==> src/rtl/garage_door_ctrl.sv <==
// Garage door controller: Moore FSM driving raise/lower motors from a push button,
// two limit switches and an obstruction beam, with travel timeout and auto-close dwell.
module garage_door_ctrl #(
  parameter int unsigned MAX_TRAVEL = 64,
  parameter int unsigned AUTO_CLOSE = 32,
  parameter int unsigned CNT_W      = 16
) (
  input  logic       CLK,
  input  logic       RST,
  input  logic       Activate,
  input  logic       UP_Max,
  input  logic       DN_Max,
  input  logic       Obstr,
  output logic       UP_M,
  output logic       DN_M,
  output logic       Fault,
  output logic [2:0] Door_State
);

  typedef enum logic [2:0] {
    CLOSED  = 3'd0,
    MV_UP   = 3'd1,
    OPEN    = 3'd2,
    MV_DN   = 3'd3,
    STOPPED = 3'd4,
    FAULT   = 3'd5
  } state_t;

  localparam logic [CNT_W-1:0] TRAVEL_LAST = CNT_W'(MAX_TRAVEL - 1);
  localparam logic [CNT_W-1:0] DWELL_LAST  = CNT_W'(AUTO_CLOSE - 1);

  state_t           state, state_nxt;
  logic             last_up, last_up_nxt;
  logic [CNT_W-1:0] cnt, cnt_nxt;
  logic             act_q;
  logic             act_blk;
  logic             act_edge;
  logic             both_lim;
  logic             travel_exp;
  logic             dwell_exp;

  // act_blk suppresses the edge of a button still held when reset is released
  always_comb begin
    act_edge   = Activate && !act_q && !act_blk;
    both_lim   = UP_Max && DN_Max;
    travel_exp = (cnt == TRAVEL_LAST);
    dwell_exp  = (AUTO_CLOSE != 0) && (cnt == DWELL_LAST);
  end

  always_comb begin
    state_nxt   = state;
    last_up_nxt = last_up;
    case (state)
      CLOSED: begin
        if (both_lim)      state_nxt = FAULT;
        else if (act_edge) state_nxt = MV_UP;
      end
      STOPPED: begin
        if (both_lim)      state_nxt = FAULT;
        else if (DN_Max)   state_nxt = CLOSED;
        else if (UP_Max)   state_nxt = OPEN;
        else if (act_edge) state_nxt = last_up ? MV_DN : MV_UP;
      end
      MV_UP: begin
        if (both_lim)        state_nxt = FAULT;
        else if (UP_Max)     state_nxt = OPEN;
        else if (travel_exp) state_nxt = FAULT;
        else if (act_edge) begin
          state_nxt   = STOPPED;
          last_up_nxt = 1'b1;
        end
      end
      MV_DN: begin
        if (both_lim)        state_nxt = FAULT;
        else if (DN_Max)     state_nxt = CLOSED;
        else if (Obstr)      state_nxt = MV_UP;
        else if (travel_exp) state_nxt = FAULT;
        else if (act_edge) begin
          state_nxt   = STOPPED;
          last_up_nxt = 1'b0;
        end
      end
      OPEN: begin
        if (both_lim)                state_nxt = FAULT;
        else if (Obstr)              state_nxt = OPEN;
        else if (act_edge)           state_nxt = MV_DN;
        else if (dwell_exp)          state_nxt = MV_DN;
      end
      FAULT:   state_nxt = FAULT;
      default: state_nxt = FAULT;
    endcase
  end

  // Counter runs only while staying in a timed state; any entry restarts it at 0
  always_comb begin
    cnt_nxt = '0;
    if ((state_nxt == state) &&
        (state == MV_UP || state == MV_DN || (state == OPEN && !Obstr))) begin
      cnt_nxt = (cnt == '1) ? cnt : cnt + CNT_W'(1);
    end
  end

  always_ff @(posedge CLK) begin
    if (RST) begin
      state   <= STOPPED;
      last_up <= 1'b1;
      cnt     <= '0;
      act_q   <= 1'b0;
      act_blk <= Activate;
    end else begin
      state   <= state_nxt;
      last_up <= last_up_nxt;
      cnt     <= cnt_nxt;
      act_q   <= Activate;
      if (!Activate) act_blk <= 1'b0;
    end
  end

  always_comb begin
    UP_M       = (state == MV_UP);
    DN_M       = (state == MV_DN);
    Fault      = (state == FAULT);
    Door_State = state;
  end

endmodule

==> config.mk <==
export PLATFORM = sky130hd
export DESIGN_NAME = garage_door_ctrl
export DESIGN_NICKNAME = d
export VERILOG_FILES = /design/src/rtl/garage_door_ctrl.sv
export SDC_FILE = /design/constraint.sdc
export NUM_CORES = 1
export LEC_CHECK = 0
export BUFFER_PORTS_ARGS = -buffer_cell sky130_fd_sc_hd__buf_2
export CORE_UTILIZATION = 35
export DETAILED_ROUTE_END_ITERATION = 7
export HOLD_SLACK_MARGIN = 0.08
export SLEW_MARGIN = 25
export SYNTH_ARGS = -nofsm -noshare
export SYNTH_HDL_FRONTEND = slang
export SYNTH_SLANG_ARGS = --single-unit
export TNS_END_PERCENT = 30
==> constraint.sdc <==
create_clock -name CLK -period 2.4 [get_ports CLK]
set_input_delay 0.36 -clock CLK [delete_from_list [all_inputs] [get_ports CLK]]
set_output_delay 0.36 -clock CLK [all_outputs]
set_load 0.01 [all_outputs]
After elaboration in Yosys (flattened, before gate mapping)
Index checks and enable logic that the tools add are counted.
- bits in registers: 22
- input port bits: 6
- logic and storage cells: 71
- $add $sub $neg: 1
- eq/ne operators: 19
- mux-type cells: 31
- bitwise logic cells: 1
- reductions and logical operators: 14
- operator list (operator ; number):
    $mux W3 ; 17
    $add A16 B1 Y16 const B ; 1
    $eq A16 B16 Y1 const B ; 1
    $eq A16 B5 Y1 const B ; 1
    $eq A16 B6 Y1 const B ; 1
    $ne A2 B2 Y1 const B ; 8
    $pmux W3 S5 ; 1
    $mux W1 ; 11
    $reduce_and A10 Y1 ; 1
    $eq A3 B2 Y1 const B ; 2
    $eq A3 B3 Y1 const B ; 2
    $logic_and A1 B1 Y1 ; 5
    $ne A2 B1 Y1 const B ; 2
    $eq A3 B1 Y1 const B ; 1
    $eq A3 B3 Y1 ; 1
    $logic_not A1 Y1 ; 3
    $logic_not A3 Y1 ; 1
    $logic_or A1 B1 Y1 ; 2
    $mux W2 ; 1
    $pmux W1 S2 ; 1
    $reduce_bool A2 Y1 ; 1
    $reduce_or A2 Y1 ; 1
    $not A1 Y1 ; 1

Depth between registers and ports, before layout
- word-level depth: 13
- depth in mapped cells: 9

Worst setup path after synthesis
OpenSTA, ideal clock, no wires.
- path type: register to register
- start: register cnt[0]
- end: register cnt[7]
- data arrival time: 2007 ps
- required time: 2313 ps
- path slack: 307 ps
- cell stages (with the launch flop): 9
- clock period less this slack: 2093 ps
- cells stage by stage: dfxtp_1 -> ha_1 -> and3_1 -> clkbuf_1 -> o2111ai_2 -> o221ai_2 -> or4_4 -> buf_6 -> a221oi_2
- word-level cells in the longest chain between the ends: 10
- elaborated cells between the ends (all ways): 19
- classes of those cells: 1 x add/sub; 4 x eq/ne; 11 x mux; 1 x bitwise; 2 x reduce/logical
- RTL lines (what ; RTL line ; source):
    start: declaration ; 34 ; logic [CNT_W-1:0] cnt, cnt_nxt;
    start signal: assignment ; 113 ; cnt <= cnt_nxt;
    $eq A16 B5 Y1 / $eq A16 B6 Y1 (equally long branches) ; 47, 46 ;
    $mux W3 (on tied branches) ; 87, 67 ;
    $mux W3 (on tied branches) ; 86, 76 ;
    $mux W3 (on tied branches) ; 85, 75 ;
    $mux W3 (on tied branches) ; 84, 74 ;
    $pmux W3 S5 ; 53 ; case (state)
    $eq A3 B3 Y1 ; 97 ; if ((state_nxt == state) &&
    $logic_and A1 B1 Y1 ; 97 ;
    $not A1 Y1 (no line) ; - ;
    $reduce_or A2 Y1 (no line) ; - ;
Parallel ways exist; a longest one is shown, timed or not.
A chain may end at the register's enable or synchronous reset.

Final worst setup path
- start: register cnt[0]
- end: register cnt[3]
The elaborated chain is that of the path after synthesis.

==> key figures <==
Status
  – Status: completed

Finish
  – Nets@finish: approximately 180
  – Antenna cells: 0
  – Reg area: ~450 um^2
  – Fill cells: around 400
  – Commonest non-fill, non-tap cell in the layout: dfxtp_1
  – Commonest non-fill, non-tap cells in the layout: 21 x dfxtp_1, 13 x nor2_1, 11 x nand2_1, 11 x a21oi_2, 11 x buf_2
  – Fraction of layout cells with a size suffix above 1: between 20% and 30%
  – Synthesis-to-finish area growth: 8.44%
  – Area of the multi-input gates: slightly below 900 um^2

Timing
  – Slew @ Worst Pin: ~530 ps
  – RSZ-0062 raised after global routing: false
  – Final setup violation count: 0
  – Setup ws final: approximately 180 ps
  – Max Freq: 0.450 GHz
  – Period Utilization, post-route: between 90% and 100%
  – Clock skew: approximately 1.5 ps
  – Post-route minimum period: 2220 ps
  – Slew margin rel.: roughly 64%
  – Max-slew violations: 0
  – Final hold vios: 0
  – Sum Neg Setup Slack: 0 ps

CTS
  – H-tree depth: 1
  – Clock slew at reported path FFs: ~80 ps
  – Clk_lat worst skew: ~270 ps
  – Post-CTS Setup Bufs: 0
  – Clock buffer depth: 2
  – CTS Buf Count: 3
  – Root Driver: clkbuf_8
  – CTS tree: done
  – Sink Count: 22

Yosys
  – Synth Register Bits: 22
  – Distinct cell type count after synthesis: 51
  – Mean Syn Cell Area: slightly below 9 um^2
  – FFs w/ async S/R, synth: 0%
  – Register area share after synthesis: 31.3%
  – Ys Warns: 0
  – Mapped Cells: 163
  – Post-synth EDFFs: 1
  – Ys flop type: dfxtp_1
  – Post-synth design cell area: about 1400 um^2
  – Syn_nets: 170

Worst setup path
  – CP top delay family: simple AND/OR/NAND/NOR gates
  – Setup CP Type: register to register
  – Max FO, Critical Path: 16
  – Critical path startpoint category: register
  – Worst path arrival time: about 2400 ps
  – Slowest stage delay, CP: about 690 ps
  – WP data required: 2590 ps
  – Worst path bufs/invs: 0
  – Element type at the critical path end: register
  – CP max-delay cell: or4_4
  – Crit path cell chain: ha_1 -> and3_1 -> nand4_1 -> a31oi_1 -> or4_4 -> a221oi_2

Detailed routing
  – Vias/cell: 5.83
  – Highest metal used: met4
  – Post-Route M1 WL: around 1500 um
  – Via count: ~1300
  – Avg WL per Cell: 14.2 um
  – Iter 0 DRT Violations: 50
  – Met3 wire len: about 110 um
  – Number of remaining DRC errors: 0
  – Metal2 WL: roughly 1400 um
  – DRT Pass-1 Iters: 4
  – Number of routed nets with antenna violations: 0
  – Post-Route WL: roughly 3100 um

Placed design
  – Worst setup slack after placement: between 100 and 150 ps
  – Hpwl dp: 2290 um
  – IO buf count: 11
  – RePlAce Congestion: between 0.9 and 1

Floorplan
  – Die area: 4370 um^2
  – Die W: around 66 um
  – I/O pin cnt: 12
  – Core area: ~3800 um^2
  – Die Ht: 66.1 um
  – Number of cell rows: 22
  – Initial Util: 37.9%

Run
  – Max_cap viols: 0

GRT
  – First-pass GRT wire length: 5510 um
  – Total grt overflow: 0
  – Total GRT Usage: 16.6%
  – Largest net degree at the start of global routing: 17
  – Number of global-route vias before repair: about 1200
  – Initial antenna violation count: 0

Power
  – Leak Pwr: ~0.57 nW
  – Power per cell area: just under 500 nW/um^2
  – Max VDD drop: 317 uV

Worst hold path
  – HP Class: input port to register
## cells by family (layout without fill, tap and decap cells)
logic type      count (synthesis)  in the layout  share of synthesized area, %
compound gates                 42             42                          24.3
xor+xnor                        7              7                          4.26
flops                          22             22                          31.3
mux                             5              5                          3.48
fa+ha+maj                       1              1                         0.869
buf+inv                        17             27                          8.17
simple gates                   69             69                          27.7
## routing by layer
layer / vias to the layer above / track usage [%]
li1: 636 / -
met1: 613 / 21.7
met2: 31 / 24.6
met3: 9 / 2.93
met4: 0 / 11.2
met5: - / 0
## path summary, 6_finish.rpt
check                        from                       end  slack [ps]  depth (start not counted)
max           cnt[0]$_SDFFE_PP0P_       cnt[3]$_SDFFE_PP0P_         180                          6
min                           RST  Door_State[0]$_SDFF_PP0_         350                          2
max reg2reg   cnt[0]$_SDFFE_PP0P_       cnt[3]$_SDFFE_PP0P_         180                          6
min reg2reg  last_up$_SDFFE_PP1P_      last_up$_SDFFE_PP1P_         500                          2
## sequential cells by signal, indices dropped and copies added, names as in the netlist
register,cells
last_up,1
cnt,16
Door_State,3
act_q,1
act_blk,1
## what timing repair did
| action | 4_1_cts | 5_1_grt |
|---|---|---|
| setup endpoints to repair | 0 | 6 |
| hold buffers | 0 | 0 |
| gates resized for setup | 0 | 1 |
## synthesized netlist by cell type (all sizes together), types with 2 or more instances
| cell | n | share of area [%] |
|---|---|---|
| or3b | 2 | 1.4 |
| a21oi | 13 | 7.4 |
| and3 | 6 | 2.6 |
| nand3 | 6 | 2.1 |
| nor2 | 13 | 3.4 |
| o221ai | 2 | 1.7 |
| buf | 8 | 5.7 |
| inv | 7 | 1.8 |
| a221oi | 2 | 2.1 |
| mux2i | 5 | 3.5 |
| and2 | 3 | 1.5 |
| clkbuf | 2 | 0.61 |
| o2111ai | 3 | 2.7 |
| dfxtp | 21 | 29 |
| nor2b | 2 | 0.87 |
| a211oi | 4 | 2.1 |
| nand4 | 7 | 3.0 |
| o21ai | 6 | 2.1 |
| nand2b | 2 | 0.87 |
| nand2 | 11 | 2.9 |
| nor4 | 2 | 0.87 |
| a31oi | 4 | 1.7 |
| xor2 | 7 | 4.3 |
| and4 | 4 | 2.4 |
| nor3 | 4 | 1.4 |
## final cells by class
cell class	instances	area share [%]
multi-input combinational	124	56.1
sequential	22	28.9
timing repair buffer	16	5.93
tap	48	3.85
clock buffer	4	3.53
inverter	7	1.68
## power breakdown
group / internal, mW / switching, mW / total (mW)
clock network: 0.147 / 0.127 / 0.273
logic: 0.0440 / 0.0625 / 0.106
registers: 0.376 / 0.00834 / 0.384
total: 0.566 / 0.198 / 0.764
## metrics by stage
stage / instance area, um^2 / hold WS [ps] / power, mW / instances / utilization, %
after floorplan: 1440 / 432 / 0.468 / 163 / -
after global routing: 1560 / 356 / 0.796 / 221 / 41.1
final: 1560 / 346 / 0.764 / 221 / 41.1
after CTS: 1560 / 349 / 0.770 / 221 / 40.9
after detailed placement: 1500 / 474 / 0.497 / 217 / 39.5
after global placement: 1500 / 461 / 0.497 / 217 / 39.5
(Power assumes the default switching activity.)
